## src/rtl/serial_link_pwr_seq.sv

```systemverilog
// Per-link power/isolation sequencer: clock gate, link reset and AXI isolation driven in a fixed order.
// Latency: outputs registered, updated on the edge that changes state; settle states dwell max(SettleCycles,1) cycles.
// Backpressure: DEISO/ISO wait for isolate acks; SERIAL_LINK_PWR_SEQ_TIMEOUT_EN adds an ack timeout into ERROR.
module serial_link_pwr_seq #(
  parameter int NumLinks      = 2,
  parameter int SettleCycles  = 8,
  parameter int TimeoutCycles = 1024
) (
  input  logic                  clk_i,
  input  logic                  rst_ni,
  input  logic [NumLinks-1:0]   en_req_i,
  input  logic [NumLinks-1:0]   err_clr_i,
  input  logic [2*NumLinks-1:0] isolated_i,
  output logic [2*NumLinks-1:0] isolate_o,
  output logic [NumLinks-1:0]   clk_ena_o,
  output logic [NumLinks-1:0]   reset_no,
  output logic [NumLinks-1:0]   active_o,
  output logic [NumLinks-1:0]   busy_o,
  output logic [NumLinks-1:0]   err_o
);

  localparam int Settle = (SettleCycles < 1) ? 1 : SettleCycles;
  localparam int CntMax = (Settle > TimeoutCycles) ? Settle : TimeoutCycles;
  localparam int CntW   = $clog2(CntMax + 1);
  localparam logic [CntW-1:0] SettleLast = CntW'(Settle - 1);
`ifdef SERIAL_LINK_PWR_SEQ_TIMEOUT_EN
  localparam logic [CntW-1:0] TimeoutVal = CntW'(TimeoutCycles);
`else
  logic unused_err_clr;
  assign unused_err_clr = ^err_clr_i;
`endif

  typedef enum logic [3:0] {
    S_OFF, S_CLK_ON, S_RST_REL, S_DEISO, S_ACTIVE,
    S_ISO, S_RST_ASSERT, S_CLK_OFF, S_ERROR
  } state_e;

  for (genvar g = 0; g < NumLinks; g++) begin : g_link
    state_e          state_q, state_d;
    logic [CntW-1:0] cnt_q, cnt_d;
    logic            count_en;
    logic [1:0]      ack;
    logic [1:0]      iso_d, iso_q;
    logic            clk_ena_d, rst_n_d, active_d, busy_d, err_d;
    logic            clk_ena_q, rst_n_q, active_q, busy_q, err_q;

    assign ack = isolated_i[2*g +: 2];

    always_ff @(posedge clk_i or negedge rst_ni) begin
      if (!rst_ni) begin
        state_q   <= S_OFF;
        cnt_q     <= '0;
        iso_q     <= 2'b11;
        clk_ena_q <= 1'b0;
        rst_n_q   <= 1'b0;
        active_q  <= 1'b0;
        busy_q    <= 1'b0;
        err_q     <= 1'b0;
      end else begin
        state_q   <= state_d;
        cnt_q     <= cnt_d;
        iso_q     <= iso_d;
        clk_ena_q <= clk_ena_d;
        rst_n_q   <= rst_n_d;
        active_q  <= active_d;
        busy_q    <= busy_d;
        err_q     <= err_d;
      end
    end

    always_comb begin
      state_d   = state_q;
      count_en  = 1'b0;
      iso_d     = 2'b11;
      clk_ena_d = 1'b0;
      rst_n_d   = 1'b0;
      active_d  = 1'b0;
      busy_d    = 1'b0;
      err_d     = 1'b0;

      unique case (state_q)
        S_OFF:        if (en_req_i[g]) state_d = S_CLK_ON;
        S_CLK_ON: begin
          count_en = 1'b1;
          if (cnt_q == SettleLast) state_d = S_RST_REL;
        end
        S_RST_REL: begin
          count_en = 1'b1;
          if (cnt_q == SettleLast) state_d = S_DEISO;
        end
        S_DEISO: begin
          if (ack == 2'b00) state_d = S_ACTIVE;
`ifdef SERIAL_LINK_PWR_SEQ_TIMEOUT_EN
          else if (cnt_q == TimeoutVal) state_d = S_ERROR;
          count_en = 1'b1;
`endif
        end
        S_ACTIVE:     if (!en_req_i[g]) state_d = S_ISO;
        S_ISO: begin
          if (ack == 2'b11) state_d = S_RST_ASSERT;
`ifdef SERIAL_LINK_PWR_SEQ_TIMEOUT_EN
          else if (cnt_q == TimeoutVal) state_d = S_ERROR;
          count_en = 1'b1;
`endif
        end
        S_RST_ASSERT: begin
          count_en = 1'b1;
          if (cnt_q == SettleLast) state_d = S_CLK_OFF;
        end
        S_CLK_OFF:    state_d = S_OFF;
`ifdef SERIAL_LINK_PWR_SEQ_TIMEOUT_EN
        S_ERROR:      if (err_clr_i[g]) state_d = S_OFF;
`else
        S_ERROR:      state_d = S_OFF;
`endif
        default:      state_d = S_OFF;
      endcase

      // Dwell counter restarts on every state entry and idles at zero elsewhere.
      cnt_d = (state_d != state_q || !count_en) ? '0 : cnt_q + CntW'(1);

      // Outputs are decoded from the next state so the registers change on the transition edge.
      unique case (state_d)
        S_CLK_ON:     begin clk_ena_d = 1'b1; busy_d = 1'b1; end
        S_RST_REL:    begin clk_ena_d = 1'b1; rst_n_d = 1'b1; busy_d = 1'b1; end
        S_DEISO:      begin clk_ena_d = 1'b1; rst_n_d = 1'b1; iso_d = 2'b00; busy_d = 1'b1; end
        S_ACTIVE:     begin clk_ena_d = 1'b1; rst_n_d = 1'b1; iso_d = 2'b00; active_d = 1'b1; end
        S_ISO:        begin clk_ena_d = 1'b1; rst_n_d = 1'b1; busy_d = 1'b1; end
        S_RST_ASSERT: begin clk_ena_d = 1'b1; busy_d = 1'b1; end
        S_CLK_OFF:    busy_d = 1'b1;
`ifdef SERIAL_LINK_PWR_SEQ_TIMEOUT_EN
        S_ERROR:      err_d = 1'b1;
`endif
        default:      ;
      endcase
    end

    assign isolate_o[2*g +: 2] = iso_q;
    assign clk_ena_o[g]        = clk_ena_q;
    assign reset_no[g]         = rst_n_q;
    assign active_o[g]         = active_q;
    assign busy_o[g]           = busy_q;
    assign err_o[g]            = err_q;
  end

endmodule

```

## config.mk

```make
export PLATFORM = sky130hd
export DESIGN_NAME = serial_link_pwr_seq
export DESIGN_NICKNAME = d
export VERILOG_FILES = /design/src/rtl/serial_link_pwr_seq.sv
export SDC_FILE = /design/constraint.sdc
export NUM_CORES = 1
export LEC_CHECK = 0
export CAP_MARGIN = 40
export CELL_PAD_IN_SITES_DETAIL_PLACEMENT = 1
export CELL_PAD_IN_SITES_GLOBAL_PLACEMENT = 1
export CORE_AREA = 2 2 81 83
export CTS_BUF_LIST = sky130_fd_sc_hd__clkbuf_8
export DETAILED_ROUTE_END_ITERATION = 10
export DIE_AREA = 0 0 83 85
export HOLD_SLACK_MARGIN = 0.06
export PLACE_DENSITY_LB_ADDON = 0.1
export RECOVER_POWER = 100
export REMOVE_ABC_BUFFERS = 1
export SETUP_SLACK_MARGIN = 0.02
export SKIP_CTS_REPAIR_TIMING = 1
export SLEW_MARGIN = 40
export SYNTH_ARGS = -nofsm -noshare
export SYNTH_HDL_FRONTEND = slang
export SYNTH_SLANG_ARGS = --single-unit
```

## constraint.sdc

```tcl
create_clock -name clk_i -period 3.6 [get_ports clk_i]
set_input_delay 0.36 -clock clk_i [delete_from_list [all_inputs] [get_ports clk_i]]
set_output_delay 0.36 -clock clk_i [all_outputs]
set_load 0.02 [all_outputs]
```

==> results.md, run 1 <==
- The core region area is 6200 sq um.
- The sequential cell area is 1000 sq um.
- The wire-length estimate of the detail-placed layout is between 3000 and 4000 um.
- At the later pin of the worst-skew pair, clock insertion delay measures approximately 290 ps.
- The final reports fail on capacitance limit, slew limit.
- The type of destination of the critical path is a register.
- The total vias in the final route is 1500.
- Cells with a size suffix above 1 make up 7.52% of the layout.
- The least setup slack across all paths after layout is 1070 ps.
- The first global-routing pass estimated roughly 8000 um of wire.
- STA puts the critical path data arrival time at 2660 ps.
- The netlist area before placement is 2110 sq um.
- Headroom to the max-slew limit came out at -47.2%.
- At the end of routability-driven placement, the weighted congestion stood at around 0.8.
- The highest net fanout along the worst path is 11.
- After layout, the worst path uses a little over two thirds of the clock period.
- The number of setup violations in the final report is 0.
- The number of iterations in the first detailed-routing pass is 5.
- Summed over all layers, the routed wires come to approximately 4500 um.
- The count of buffers inserted at the top-level ports is 19.
- The number of fill cells in the layout is 726.
- The area of the die is 7060 sq um.
- The number of rows created at floorplan is 29.
- Max-cap violations in this run came to 1.
- The worst path needs 2530 ps of the cycle, external delays included.
- The critical path goes through ha_1 -> or4bb_1 -> nor4_1 -> nor2_1 -> o21ai_0 -> nor2_1.
- For this run, the total global-route usage over all layers was measured as about 14%.
- The horizontal die dimension is 83 um.
- The number of antenna violations at the first check in global routing is 0.
- The via count of the first global-routing pass is 1648.
- For this configuration, the core starts out at a cell density of 34.0%.
- The number of buffers and inverters on the critical path is 0.
- The run finished, with violations left.
- No sink is reached through more buffers than the 2 on the longest clock path.
- The nature of the critical path startpoint is a register.
- The area growth from synthesis to layout is 12.0%.
- The number of warnings reported in the yosys synthesis log is 0.
- Global routing finished with a remaining overflow of 0.
- Summing all multi-input logic gate instances after layout gives 941 sq um.
- On the final layout, the worst clock skew is 8.08 ps.
- Leaving out fill and tap cells, the most frequent cell in the layout is dfrtp_1.
- After synthesis the netlist holds a flip-flop and latch count of 40.
- The async set or reset register ratio after synthesis is 100%.
- The most used flip-flop cell after synthesis is dfrtp_1.
- The final antenna diode count is 0.
- The final-report hold violation count was 0.
- The average wire length per cell after detail routing is 14.8 um.
- Summing the sequential cell areas from Yosys gives 47.6% of the chip area.
- The floorplan step set the die height to 85 um.
- The post-route DRC violation count is 0.
- After technology mapping, the gate count stands at 216.
- The largest individual stage delay along the critical path comes from the cell nor4_1.
- The CTS clock-pin slew for the worst setup and hold paths is 80 ps.
- Yosys mapped a number of flops with a built-in enable equal to 0.
- The clock buffer count from CTS is 5.
- The worst slack at placement is 1330 ps.
- The synthesized design spends more area on one cell type than any other, namely dfrtp_1.
- After synthesis, the cell types taking the most area are dfrtp_1 (45%), nor2_1 (5.9%), buf_4 (4.6%), xnor2_1 (4.2%), xor2_1 (4.2%).
- The number of H-tree branching levels is 2.
- For the pin with the worst max-slew slack, the measured transition is 2210 ps.
- The most common cell type on the critical path is nor2_1.
- Once placement completed, the tool counted placed cells totaling 295.
- The power density of the placed cells is 384 nW/um^2.
- The required time of the critical path is 3730 ps.
- The ratio of routed vias to standard cells is 4.95.
- The number of distinct standard cells referenced by the synthesized netlist is 47.
- The clock sink count is 40.
- The number of pins with negative max-slew slack in the final report is 41.
- The mean area per synthesized cell is about 9.8 sq um.
- The number of nets at the end of the flow is 237.
- The kind of cell with the highest combined delay along the critical path is simple AND/OR/NAND/NOR gates.
- TritonCTS built the clock tree.
- Setup repair after global routing left no endpoint under its margin.
- Once layout is complete, the cells apart from fillers number between 300 and 400.
- The post-route setup TNS is 0 ps.
- The path class of the tightest hold or removal check is reg -> reg.
- The achievable clock frequency is roughly 0.40 GHz.
- The boundary pin count is 24.
- The pin count of the biggest net entering global routing is 41.
- The number of nets with antenna violations after detailed routing is 0.
- The startpoint-to-endpoint class of the critical path is reg -> reg.
- IR analysis of the VDD net gives a maximum drop of 135 uV.
- In this run, the number of DRC markers left after iteration 0 of detailed routing was 34.
- In this run the static leakage power is 1.01 nW.
- In the layout the commonest cells are dfrtp_1 (38), nor2_1 (33), nand3_1 (15).
- Clock tree synthesis selected as its root buffer the cell clkbuf_8.
- The fraction of post-synthesis cell area in the top cell type by area is between 40% and 50%.
- Once layout is complete, the utilization of the core stands at 38.1%.
- The largest single stage delay on the critical path is 560 ps.
## cells by family after synthesis
family	after synthesis	share of synthesized area (%)
xor+xnor	20	8.30
other cells	1	0.178
simple gates	90	23.0
mux	4	1.96
fa+ha+maj	2	1.19
compound gates	31	10.5
buf+inv	28	7.35
flops	40	47.6
## layer usage
layer  wire length (um)  GRT usage, %  part of all wire [%]
met4                 34          5.37                  0.76
met1               2040          16.3                    46
met5                  0             0                     0
met3                 97          3.79                   2.2
met2               2310          24.5                    51
## sequential cells by signal, summed over array words and instances, names as in the netlist
register / count
g_link.active_q: 2
g_link.busy_q: 2
g_link.clk_ena_q: 2
g_link.cnt_q: 22
g_link.iso_q: 2
g_link.rst_n_q: 2
g_link.state_q: 8
## final cells by class
type	instances	share of cell area, %
tap	77	4.08
multi-input combinational	151	39.8
inverter	8	1.27
sequential	40	42.5
clock inverter	3	1.64
clock buffer	5	2.91
timing repair buffer	19	7.79
## path summary, 6_finish.rpt
check / start / to / slack (ps) / cells past startpoint
max: g_link[0].cnt_q[0] / g_link[0].cnt_q[9] / 1070 / 6
min: g_link[0].cnt_q[0] / g_link[0].cnt_q[0] / 480 / 1
max reg2reg: g_link[0].cnt_q[0] / g_link[0].cnt_q[9] / 1070 / 6
min reg2reg: g_link[0].cnt_q[0] / g_link[0].cnt_q[0] / 480 / 1
max in group asynchronous: rst_ni / g_link[1].cnt_q[2] / 1630 / 1
min in group asynchronous: rst_ni / g_link[1].cnt_q[9] / 720 / 1
## Yosys cell counts (2+ instances only)
cell	count
a21oi_1	9
a31oi_1	3
and2_1	4
and3_1	5
and4b_1	2
buf_4	13
clkbuf_1	5
dfrtp_1	38
dfstp_2	2
ha_1	2
inv_1	8
mux2i_1	3
nand2_1	12
nand2b_1	3
nand3_1	15
nor2_1	33
nor2b_1	3
nor4_1	3
nor4_4	2
o21ai_0	6
xnor2_1	10
xor2_1	10
## per-stage QoR
stage	instance area, sq um	hold WS [ps]	total power (W)
6_report	2360	485	0.000907
2_1_floorplan	2000	64.4	0.000519
3_5_place_dp	2280	376	0.000560
4_1_cts	2390	51.1	0.000931
5_1_grt	2360	508	0.000959
3_3_place_gp	2280	479	0.000556
## power breakdown
| group | total [W] | internal [W] | switching (W) |
|---|---|---|---|
| Clock | 0.000361 | 0.000203 | 0.000158 |
| Sequential | 0.000472 | 0.000460 | 0.0000128 |
| Combinational | 0.0000738 | 0.0000286 | 0.0000452 |
| Total | 0.000907 | 0.000691 | 0.000216 |
Note: power is estimated with default switching activity, not from simulation.
==> inputs of run 2 (changes only) <==
Clock period 3.6 ns to 2.2 ns, I/O delays scaled along.
==> results.md, run 2 (synthesis gave the netlist of run 1 again) <==
- The buffer type at the clock tree root is clkbuf_8.
- Input and output buffers added on the ports amount to 19.
- Data on the critical path is required at its endpoint by around 2400 ps.
- In this run, placement finished with an instance count of 296.
- STA classifies the critical path endpoint as a register.
- The clock buffer count from CTS is 5.
- The number of iterations in the first detailed-routing pass is 4.
- Fill cells in the final layout number 711.
- In this run the remaining antenna-violating nets after routing total 0.
- Clock-pin slew was measured on the worst setup and hold paths at around 80 ps.
- For this run, design rule violations remaining after detail routing come to 0.
- Summing over every cut layer, the via total after detailed routing is roughly 1500.
- The run finished with clean final reports.
- In the final layout, the registers with the most flip-flops are g_link.cnt_q (22), g_link.state_q (8).
- The instance area at placement is approximately 2300 sq um.
- TritonCTS built the clock tree.
- The summed area of non-filler cells in the final layout is 2380 sq um.
- The clock insertion delay at the later pin of the skew report is about 290 ps.
- Entering global routing, the biggest net connects between 40 and 50 pins.
- After layout, the minimum clock period comes to 1990 ps.
- The post-layout total power is between 0.001 and 0.0015 W.
- The number of antenna violations at the first check in global routing was 0.
- Across the run, the number of max-cap violations was 0.
- The power density of the placed cells is approximately 570 nW/um^2.
- Setup repair after global routing left no endpoint under its margin.
- The boundary pin count is 24.
- The final-report hold violation count is 0.
- In the final layout, the share of cells above drive strength 1 is 9.25%.
- The routability congestion estimate is 0.810.
- The die is 83 um wide.
- Row generation in the floorplan step produced 29 rows.
- The number of nets at the end of the flow is ~240.
- Dividing the detail-routed wire length by the instance count gives about 14 um.
- The post-route setup TNS is 0 ps.
- The actual slew at the worst max-slew pin is 965 ps.
- Wires add up to ~4200 um.
- The detailed placer's ending HPWL is 3110 um.
- The first global-routing pass estimated between 7000 and 8000 um of wire.
- The count of routing violations after the opening detailed-route iteration is 40.
- The highest net fanout along the worst path is 4.
- The via count of the first global-routing pass came to 1592.
- For this run, the number of standard cells in the final layout without fillers is 304.
- The number of pins with negative max-slew slack in the final report was 0.
- The period utilization is ~90%.
- The overflow left after global routing is 0.
- The leading cell type in the layout, fill and taps excluded is dfrtp_1.
- Data arrives at the worst endpoint at 2210 ps.
- For the final database, setup skew stands at 6.77 ps.
- The global routing usage summed across all routing layers is 13.3%.
- The area of the die is 7060 sq um.
- The initial utilization of the core area, before any placement, comes to 34.0%.
- The achievable clock frequency is 0.502 GHz.
- The top cell types in the final layout, fill and taps aside, are dfrtp_1 (38), nor2_1 (33), nand3_1 (15).
- The die is 85 um tall.
- The relative slew slack is 35.6%.
- The number of flip-flops in the largest register is 22.
- The tree built by TritonCTS fans out to 40 sinks.
- The ratio of routed vias to standard cells is 4.91.
- The synthesis-to-finish area growth is 12.8%.
- By startpoint and endpoint, the worst setup path is classified as reg -> reg.
- Setup violations remaining at the end of the flow were counted as 0.
- The final antenna diode count is 0.
- The tightest min-delay check is of the reg -> reg type.
- The number of H-tree branching levels is 2.
- The longest clock path from root to sink contains 2 buffers.
- The worst register-to-register path has a setup slack of between 200 and 250 ps.
- The register ranked first by flip-flop count is g_link.cnt_q.
- The leakage power figure is roughly 1.0 nW.
- The worst voltage drop across the vdd grid is 260 uV.
- The region available for standard cell placement spans 6200 sq um.
- The nature of the critical path startpoint is a register.
run 2: worst paths after layout:
path,from,end,cells after the start
min in group asynchronous,rst_ni,g_link[1].cnt_q[8],2
worst min register to register,g_link[0].cnt_q[0],g_link[0].cnt_q[0],1
max in group asynchronous,rst_ni,g_link[0].cnt_q[10],2
worst max-delay path,g_link[0].cnt_q[0],g_link[0].clk_ena_q,6
worst max register to register,g_link[0].cnt_q[0],g_link[0].clk_ena_q,6
worst min-delay path,g_link[0].cnt_q[0],g_link[0].cnt_q[0],1
run 2: metal layers:
layer	track usage [%]	part of all wire, %	vias to the layer above
met5	0	0	-
met4	5.22	2.0	0
met3	3.31	2.8	9
met2	21.8	47	16
met1	17.0	48	730
li1	-	-	737
run 2: where the power goes:
group	total [W]	internal, W	leakage, nW	switching, W
Sequential	0.000774	0.000752	0.538	0.0000219
Clock	0.000460	0.000211	0.0452	0.000249
Combinational	0.000124	0.0000515	0.428	0.0000726
run 2: metrics by stage:
step / worst slack [ps] / util (%) / hold slack [ps]
after floorplan: 325 / - / -75.6
after detailed placement: 86.1 / 36.9 / 230
after global routing: 46.9 / 38.3 / 507
after global placement: 183 / 36.8 / 396
after CTS: 79.1 / 38.1 / -84.5
final: 206 / 38.3 / 485
run 2: final cells by class:
class / count / area, sq um / area share (%)
repair buffers: 21 / 203 / 8.52
clock buffers: 5 / 68.8 / 2.89
clock inverters: 2 / 8.76 / 0.368
multi-input cells: 151 / 968 / 40.7
inverters: 8 / 30.0 / 1.26
well taps: 77 / 96.3 / 4.05
flip-flops and latches: 40 / 1000 / 42.2
run 2: worst max-delay path, cell delays in order (launching register included):
cell and delay [ps]:
dfrtp_1 390, ha_1 220, or4bb_1 550, nor4_4 260
o2bb2ai_2 170, a21o_4 160, mux2i_1 180
